[src/rtl/cpu_collector_pkg.sv]
// ---------------------------------------------------------------------------
// cpu_collector_pkg
// Shared types and helpers for the cpu_collector receiver.
//   state_e        : collector FSM states
//   pick_t         : result of a round-robin search {found, idx}
//   next_lfsr()    : one step of the 16-bit stall LFSR
//   rr_pick()      : rotate-priority search of a valid vector from a pointer
// ---------------------------------------------------------------------------
package cpu_collector_pkg;

  typedef enum logic [1:0] {
    SCAN  = 2'd0,
    GRANT = 2'd1,
    DONE  = 2'd2
  } state_e;

  localparam int IDX_W   = 5;
  localparam int MAX_CPU = 32;

  // Fibonacci form shifting right: taps 16,14,13,11 land on bits 0,2,3,5.
  localparam logic [15:0] LFSR_TAP_MASK = 16'h002D;

  typedef struct packed {
    logic             found;
    logic [IDX_W-1:0] idx;
  } pick_t;

  function automatic logic [15:0] next_lfsr(input logic [15:0] s);
    logic fb;
    fb = ^(s & LFSR_TAP_MASK);
    return {fb, s[15:1]};
  endfunction

  // First set bit of vld at or after ptr, wrapping modulo n (n <= MAX_CPU).
  function automatic pick_t rr_pick(input logic [MAX_CPU-1:0] vld,
                                    input logic [IDX_W-1:0]   ptr,
                                    input int                 n);
    pick_t p;
    int    j;
    p = '0;
    for (int k = 0; k < MAX_CPU; k++) begin
      j = int'(ptr) + k;
      if (j >= n) j = j - n;
      if ((k < n) && !p.found && vld[j[IDX_W-1:0]]) begin
        p.found = 1'b1;
        p.idx   = j[IDX_W-1:0];
      end
    end
    return p;
  endfunction

endpackage

[src/rtl/cpu_collector_rr_arb.sv]
// ---------------------------------------------------------------------------
// cpu_collector_rr_arb
// Combinational rotate-priority arbiter: returns the first valid port found
// when searching upward from i_ptr and wrapping modulo CPU_NB.
//   i_vld   : per-port valid
//   i_ptr   : search start index (0..CPU_NB-1)
//   o_found : at least one port is valid
//   o_idx   : index of the selected port (meaningful when o_found)
// ---------------------------------------------------------------------------
module cpu_collector_rr_arb
  import cpu_collector_pkg::*;
#(
  parameter int CPU_NB = 4
) (
  input  logic [CPU_NB-1:0] i_vld,
  input  logic [IDX_W-1:0]  i_ptr,
  output logic              o_found,
  output logic [IDX_W-1:0]  o_idx
);

  logic [MAX_CPU-1:0] w_vld_ext;
  pick_t              w_pick;

  assign w_vld_ext = MAX_CPU'(i_vld);
  assign w_pick    = rr_pick(w_vld_ext, i_ptr, CPU_NB);
  assign o_found   = w_pick.found;
  assign o_idx     = w_pick.idx;

endmodule

[src/rtl/cpu_collector.sv]
// ---------------------------------------------------------------------------
// cpu_collector
// Receiving end of the cpu valid/ready interface. Grants one word at a time
// round-robin with optional LFSR backpressure, accumulates count, XOR
// checksum and last word, flags protocol violations and reports completion.
//
// State table:
//   SCAN  | searching for a valid port; may enter DONE when all cpus finish
//   GRANT | data_rdy high for exactly one cycle on the latched port
//   DONE  | all cpus finished and drained; all_done held until reset
//
// Ports:
//   clk, rst           : clock, async active-high reset
//   data_vld/data      : per-cpu valid and 64-bit payload
//   transactions_done  : per-cpu completion level
//   data_rdy           : per-cpu ready, registered, one-hot or zero
//   rx_count/checksum  : accepted transfer count and XOR of payloads
//   last_data/index    : most recently accepted payload and its port
//   protocol_error     : sticky violation flag
//   all_done           : level, high in DONE
// ---------------------------------------------------------------------------
module cpu_collector
  import cpu_collector_pkg::*;
#(
  parameter int          CPU_NB      = 4,
  parameter int          STALL_LEVEL = 0,
  parameter logic [15:0] LFSR_SEED   = 16'hACE1
) (
  input  logic                   clk,
  input  logic                   rst,
  input  logic [CPU_NB-1:0]      data_vld,
  input  logic [CPU_NB-1:0][63:0] data,
  input  logic [CPU_NB-1:0]      transactions_done,
  output logic [CPU_NB-1:0]      data_rdy,
  output logic [31:0]            rx_count,
  output logic [63:0]            checksum,
  output logic [63:0]            last_data,
  output logic [4:0]             last_index,
  output logic                   protocol_error,
  output logic                   all_done
);

  state_e                  r_state, w_state_nxt;
  logic [CPU_NB-1:0]       r_rdy, w_rdy_nxt;
  logic [IDX_W-1:0]        r_gidx, w_gidx_nxt;
  logic [IDX_W-1:0]        r_ptr, w_ptr_nxt;
  logic [15:0]             r_lfsr;
  logic [31:0]             r_rx_count;
  logic [63:0]             r_checksum;
  logic [63:0]             r_last_data;
  logic [IDX_W-1:0]        r_last_index;
  logic                    r_err;
  logic [CPU_NB-1:0]       r_vld_q;
  logic [CPU_NB-1:0]       r_pend;
  logic [CPU_NB-1:0][63:0] r_data_q;

  logic                    w_found;
  logic [IDX_W-1:0]        w_pick;
  logic                    w_stall;
  logic                    w_g_vld;
  logic [63:0]             w_g_data;
  logic                    w_accept;
  logic                    w_withdraw;
  logic [CPU_NB-1:0]       w_xfer;
  logic                    w_err_stab;
  logic                    w_err_drop;
  logic                    w_err_done;

  cpu_collector_rr_arb #(
    .CPU_NB (CPU_NB)
  ) u_rr_arb (
    .i_vld   (data_vld),
    .i_ptr   (r_ptr),
    .o_found (w_found),
    .o_idx   (w_pick)
  );

  assign w_stall = ({28'd0, r_lfsr[3:0]} < 32'(STALL_LEVEL));
  assign w_xfer  = data_vld & r_rdy;

  // Mux out the latched grant port without a variable-width index.
  always_comb begin
    w_g_vld  = 1'b0;
    w_g_data = '0;
    for (int i = 0; i < CPU_NB; i++) begin
      if (r_gidx == IDX_W'(i)) begin
        w_g_vld  = data_vld[i];
        w_g_data = data[i];
      end
    end
  end

  // ---------------- FSM ----------------
  always_ff @(posedge clk or posedge rst) begin
    if (rst) begin
      r_state <= SCAN;
      r_rdy   <= '0;
      r_gidx  <= '0;
      r_ptr   <= '0;
    end else begin
      r_state <= w_state_nxt;
      r_rdy   <= w_rdy_nxt;
      r_gidx  <= w_gidx_nxt;
      r_ptr   <= w_ptr_nxt;
    end
  end

  always_comb begin
    w_state_nxt = r_state;
    w_rdy_nxt   = '0;
    w_gidx_nxt  = r_gidx;
    w_ptr_nxt   = r_ptr;
    w_accept    = 1'b0;
    w_withdraw  = 1'b0;
    case (r_state)
      SCAN: begin
        if (w_found && !w_stall) begin
          for (int i = 0; i < CPU_NB; i++) begin
            if (w_pick == IDX_W'(i)) w_rdy_nxt[i] = 1'b1;
          end
          w_gidx_nxt  = w_pick;
          w_state_nxt = GRANT;
        end else if ((&transactions_done) && (data_vld == '0)) begin
          w_state_nxt = DONE;
        end
      end
      GRANT: begin
        w_accept    = w_g_vld;
        w_withdraw  = !w_g_vld;
        w_ptr_nxt   = (r_gidx == IDX_W'(CPU_NB - 1)) ? '0 : r_gidx + 1'b1;
        w_state_nxt = SCAN;
      end
      DONE: begin
        w_state_nxt = DONE;
      end
      default: begin
        w_state_nxt = SCAN;
      end
    endcase
  end

  // ---------------- Protocol checker ----------------
  // r_pend marks a valid that was seen and not consumed at the previous edge,
  // so a cpu presenting a fresh word right after an accept is not flagged.
  always_comb begin
    w_err_stab = 1'b0;
    w_err_drop = 1'b0;
    for (int i = 0; i < CPU_NB; i++) begin
      if (!r_rdy[i] && r_pend[i] && data_vld[i] && (data[i] != r_data_q[i]))
        w_err_stab = 1'b1;
      if (r_pend[i] && !data_vld[i] && !w_xfer[i])
        w_err_drop = 1'b1;
    end
  end

  assign w_err_done = (r_state == DONE) && ((data_vld & ~r_vld_q) != '0);

  // ---------------- Datapath ----------------
  always_ff @(posedge clk or posedge rst) begin
    if (rst) begin
      r_lfsr       <= LFSR_SEED;
      r_rx_count   <= '0;
      r_checksum   <= '0;
      r_last_data  <= '0;
      r_last_index <= '0;
      r_err        <= 1'b0;
      r_vld_q      <= '0;
      r_pend       <= '0;
      r_data_q     <= '0;
    end else begin
      r_lfsr   <= next_lfsr(r_lfsr);
      r_vld_q  <= data_vld;
      r_pend   <= data_vld & ~w_xfer;
      r_data_q <= data;
      if (w_accept) begin
        r_rx_count   <= r_rx_count + 32'd1;
        r_checksum   <= r_checksum ^ w_g_data;
        r_last_data  <= w_g_data;
        r_last_index <= r_gidx;
      end
      if (w_withdraw || w_err_stab || w_err_drop || w_err_done)
        r_err <= 1'b1;
    end
  end

  assign data_rdy       = r_rdy;
  assign rx_count       = r_rx_count;
  assign checksum       = r_checksum;
  assign last_data      = r_last_data;
  assign last_index     = r_last_index;
  assign protocol_error = r_err;
  assign all_done       = (r_state == DONE);

endmodule
[config.mk]
export PLATFORM = sky130hd
export DESIGN_NAME = cpu_collector
export DESIGN_NICKNAME = d
export VERILOG_FILES = /design/src/rtl/cpu_collector_pkg.sv /design/src/rtl/cpu_collector_rr_arb.sv /design/src/rtl/cpu_collector.sv
export SDC_FILE = /design/constraint.sdc
export NUM_CORES = 1
export LEC_CHECK = 0
export CORE_UTILIZATION = 37
export DETAILED_ROUTE_END_ITERATION = 6
export PLACE_DENSITY = 0.62
export SYNTH_ARGS = -nofsm -noshare
export SYNTH_HDL_FRONTEND = slang
export SYNTH_SLANG_ARGS = --single-unit
[constraint.sdc]
create_clock -name clk -period 16 [get_ports clk]
set_clock_uncertainty 0.2 [all_clocks]
set_input_delay 1.6 -clock clk [delete_from_list [all_inputs] [get_ports clk]]
set_output_delay 1.6 -clock clk [all_outputs]
set_load 0.02 [all_outputs]
# [After elaboration in Yosys (flattened, before gate mapping)]
# Index checks and enable logic that the tools add are counted.
[op_classes] n_reduce_logical=51 add_sub_neg=9 muxes=44 n_lt_le_gt_ge=8 eq_ne=13 n_bitwise=6
[ops] op="two-way mux 64 bit" count=4
[ops] op="!= test 64 bit" count=4
[ops] op="bitwise XOR 64 bit" count=1
[ops] op="adder 32 x 1 -> 32 bit, second input constant" count=1
[ops] op="logical AND 1 bit" count=25
[ops] op="two-way mux 5 bit" count=5
[ops] op="less-than comparator 5 x 6 -> 1 bit, second input constant" count=4
[ops] op="two-way mux 6 bit" count=4
[ops] op="two-way mux 1 bit" count=22
[ops] op="binary-select mux 1 bit (select 5 bit)" count=4
[ops] op="equality test 5 x 2 -> 1 bit, second input constant" count=4
[ops] op=">= comparator 6 x 3 -> 1 bit, second input constant" count=3
[ops] op="logical NOT 1 bit" count=16
[ops] op="subtractor 5 x 4 -> 5 bit, second input constant" count=3
[ops] op="adder 5 x 2 -> 6 bit, second input constant" count=2
[ops] op="bitwise AND 4 bit" count=3
[ops] op="equality test 5 x 1 -> 1 bit, second input constant" count=2
[ops] op="logical NOT 5 bit" count=2
[ops] op="two-way mux 4 bit" count=2
[ops] op="inverter 4 bit" count=2
[ops] op="adder 5 x 1 -> 6 bit, second input constant" count=1
[ops] op="adder 5 x 1 -> 5 bit, second input constant" count=1
[ops] op=">= comparator 5 x 3 -> 1 bit, second input constant" count=1
[ops] op="subtractor 5 x 3 -> 5 bit, second input constant" count=1
[ops] op="other kinds (11)" count=14
[word_totals] output_inout_bits=171 register_bits=446

# [Longest topological paths before layout]
[logic_depth] word_depth=18 mapped_depth=12 mapped_depth_nobuf=12

# [Modules after synthesis]
# Synthesis repeated with hierarchy kept, for this count alone.
[hier_totals] hier_cells=1658 hier_area_um2=19163.4
[modules_own_cells] module="cpu_collector" instances=1 cells_each=1544 area_each_um2=18267.5 seq_area_each_um2=11160.7
[modules_own_cells] module="cpu_collector_rr_arb" instances=1 cells_each=114 area_each_um2=895.9 seq_area_each_um2=0.0

# [Least setup slack after synthesis]
# Ideal clock, no wire load.
[synth_timing] path_kind="input to register" startpoint="input port data_vld[0]" endpoint="register r_rx_count[29] (netlist: rx_count[29])" setup_ns=0.129 setup_slack_ns=12.616 t_required_ns=15.671 path_buffers=0 t_arrival_ns=3.055 stages=7 cell_sequence="nand3b_1 a311oi_1 o21ai_1 or3_1 nor2_1 nand4_1 xnor2_1"
[synth_between] elab_chain_cells=5
[synth_lines] element="start: declaration" line_no="cpu_collector.sv:31" source="input logic [CPU_NB-1:0] data_vld,"
[synth_lines] element="two-way mux 1 bit (4 in series)" line_no="cpu_collector.sv:86" source="if (r_gidx == IDX_W'(i)) begin"
[synth_lines] element="two-way mux 1 bit" line_no="cpu_collector.sv:115" source="case (r_state)"
[synth_lines] element="end signal: assignment" line_no="cpu_collector.sv:176" source="r_rx_count <= r_rx_count + 32'd1;"
[synth_lines] element="end: declaration" line_no="cpu_collector.sv:48" source="logic [31:0] r_rx_count;"
# Every way passes these cells.
# A chain may end at the register's enable or synchronous reset.

# [Final worst setup path]
[layout_timing] startpoint="input port data_vld[0]" endpoint="register r_rx_count[24] (netlist: rx_count[24])"
# The elaborated chain is that of the path after synthesis.

==> run metrics <==
routed vias 14400; P&R area growth vs syn 35.5%; clk root buf clkbuf_16; Worst Setup SP data_vld[0]; Routed Antenna Nets 0; fin crit share 0.279; outcome completed; Synth warnings 0; Synth Area in XOR/XNOR 0.169; maximum clock path buffer count 3; worst min-delay path startpoint data_rdy[1]; Worst-Margin Slew 1.03 ns; min cycle time layout 4.46 ns; Die Wd 228 um; antenna violations before repair 24; largest cells by area after synthesis dfrtp_1 59%, xnor2_1 13%, nand2_1 5.8%, xor2_1 3.6%, a221o_1 3.4%; Die Span Y 228 um; DRT Pass-1 Iters 6; number of setup buffers added after CTS 0; WS Path Type input port to flip-flop; CP Max Fanout 62; Pleak 0.0106 uW; FFs w/ async S/R, synth 1.00; crit path max-delay cell type clkdlybuf4s50_1; Crit. End Element flip-flop; fill count 4476; adder-cell share of the synthesized area 0.0132; most frequent cells in the layout 446 x dfrtp_1, 436 x clkdlybuf4s50_1, 290 x nand2_1, 285 x xnor2_1, 77 x xor2_1; H-tree lvl count 2; crit-path leading delay family simple AND/OR/NAND/NOR gates; Non-Filler Instances 2793; number of synthesized flops with an enable pin 0; Synth Net Count 1923; global route overflow 0; final net count 2357; post-synthesis simple-gate area fraction 0.117; CTS-repair resized insts 0; Final TNS setup 0 ns; Num CTS Buffers 49; final hold violations 0; reg2reg start r_ptr[0]; Die Area 52000 um2; Cell Rows 82; Synth top area share 0.590; max_slew headroom 0.307; port buffer count 436; Worst EP arrival 4.78 ns; CTS Sinks 446; Cell variety after synth 57; fmax 224 MHz; Primary FF master, synth dfrtp_1; vias in the first global route 14600; Slew Viols, Final 0; Final Power 4580 uW; Cell Area, Synth 18900 um2; Max VDD drop 113 uV; max incr delay on CP 0.64 ns; sequential share of the synthesized area 0.590; Startpoint Class input port; CP Cell Sequence clkdlybuf4s50_1 > nand3b_1 > a311oi_1 > o21ai_4 > buf_4 > nor3_2 > nand4_1 > nor2_1 > xor2_1; RD Place Congestion 0.933; WL final 66600 um; hold crit path type flip-flop to flip-flop; top cell type by total area after synthesis dfrtp_1; pwr dens 179 nW/um2; core area 50300 um2; worst path buffer plus inverter count 2; Crit path required time 16.32 ns; 1st-iter DRT viols 1107; quantity of hold-fixing buffers added after cts 0; Vias per Instance 5.15; post-synthesis cell count 1637; commonest non-fill, non-tap cell in the layout dfrtp_1; largest net degree at the start of global routing 160; dpl cell area 24000 um2; drt drc 0; Seq cells post-synth 446; HPWL after detailed placement 51700 um; compound-gate portion of the synthesized area 0.0849; initial core utilization 0.376; RSZ-0062 raised after global routing false; I/O pin count 437; CTS tree yes; register clock-pin slew on the reported worst setup and hold paths 0.06 ns; final setup fails 0; R2R Setup Slk 12.07 ns; Worst-Skew Late Latency 0.60 ns; GRT Overall Usage 0.254; post-synthesis mux area share 0.00642; first-pass GRT wire length 97500 um; post-route cell area 25600 um2; post-synthesis average cell area 11.6 um2; drt wl/cell 23.8 um; Placed Cells 2692; # Max-Cap Violations 0; layout cells sized above 1 0.0550; combinational family with the most area after synthesis XOR/XNOR gates
layer usage:
layer / part of all wire / wire length (um) / up-vias / track usage
met4: 0.023 / 1500 / 24 / 0.0780
met2: 0.47 / 31000 / 551 / 0.398
li1: - / - / 6481 / -
met1: 0.44 / 29000 / 7213 / 0.351
met5: 0.0025 / 164 / - / 0
met3: 0.073 / 4880 / 107 / 0.0564
registers in the layout (all words and copies together) (netlist names):
name / count
protocol_error: 1
r_pend: 4
last_data: 64
rx_count: 32
r_gidx: 5
r_state: 2
data_rdy: 4
checksum: 64
r_ptr: 5
r_vld_q: 4
r_data_q: 256
last_index: 5
area by class of cell:
| class | instances | area, um2 | share of cell area |
|---|---|---|---|
| Inverter | 22 | 90.1 | 0.00352 |
| Sequential cell | 446 | 11200 | 0.436 |
| Clock inverter | 25 | 223 | 0.00869 |
| Timing Repair Buffer | 448 | 4470 | 0.174 |
| Antenna cell | 11 | 27.5 | 0.00107 |
| Tap cell | 672 | 841 | 0.0328 |
| Multi-Input combinational cell | 1104 | 7420 | 0.290 |
| Clock buffer | 65 | 1390 | 0.0541 |
cell usage after synthesis (8+ instances only):
master and number:
nand4_1 65, o21ai_1 72, xor2_1 77, and3_1 8, inv_1 22, xnor2_1 285, clkbuf_1 45, nor4_1 31
o21ai_0 67, a221o_1 64, nand2_1 291, nand3_1 17, and2_1 8, dfrtp_1 446, buf_2 17, nor2_1 26
ha_1 20
report_power, final:
| part | internal [uW] | leakage (uW) | switching, uW |
|---|---|---|---|
| Sequential | 1350 | 0.00537 | 154 |
| Combinational | 764 | 0.00440 | 1190 |
| Clock | 646 | 0.000799 | 482 |
| Total | 2750 | 0.0106 | 1830 |
cell families (layout without fill, tap and decap cells):
group | Yosys count | after routing
flip-flops | 446 | 446
XOR/XNOR | 363 | 363
adder cells (fa/ha/maj) | 20 | 20
multiplexers | 7 | 7
other | 0 | 11
AO/OA/AOI/OAI | 236 | 236
buffers and inverters | 87 | 560
AND/OR/NAND/NOR | 478 | 478
worst register-to-register path, stage by stage (launching register included):
cell      delay [ns]
dfrtp_1         0.75
ha_1            0.40
xor2_1          0.25
inv_1           0.09
ha_1            0.26
or4b_4          0.50
a311oi_2        0.23
a211oi_1        0.12
nor2_2          0.25
o21bai_1        0.12
a22oi_1         0.45
and3_1          0.24
per-stage QoR:
step	worst slack [ns]	hold WS (ns)	util
after floorplan	1.77	0.247	-
after global placement	11.01	0.236	0.477
after detailed placement	10.88	0.239	0.477
after CTS	11.52	0.247	0.509
final	11.54	0.241	0.510
after global routing	11.25	0.272	0.509
worst paths after layout:
kind,cells after the start,to
setup / recovery,9,rx_count[24]
hold reg to reg,1,r_pend[1]
max in group asynchronous,4,r_data_q[127]
min in group asynchronous,2,checksum[20]
hold / removal,1,r_pend[1]
setup reg to reg,11,data_rdy[2]
No activity file was read; power rests on OpenSTA's default activity.
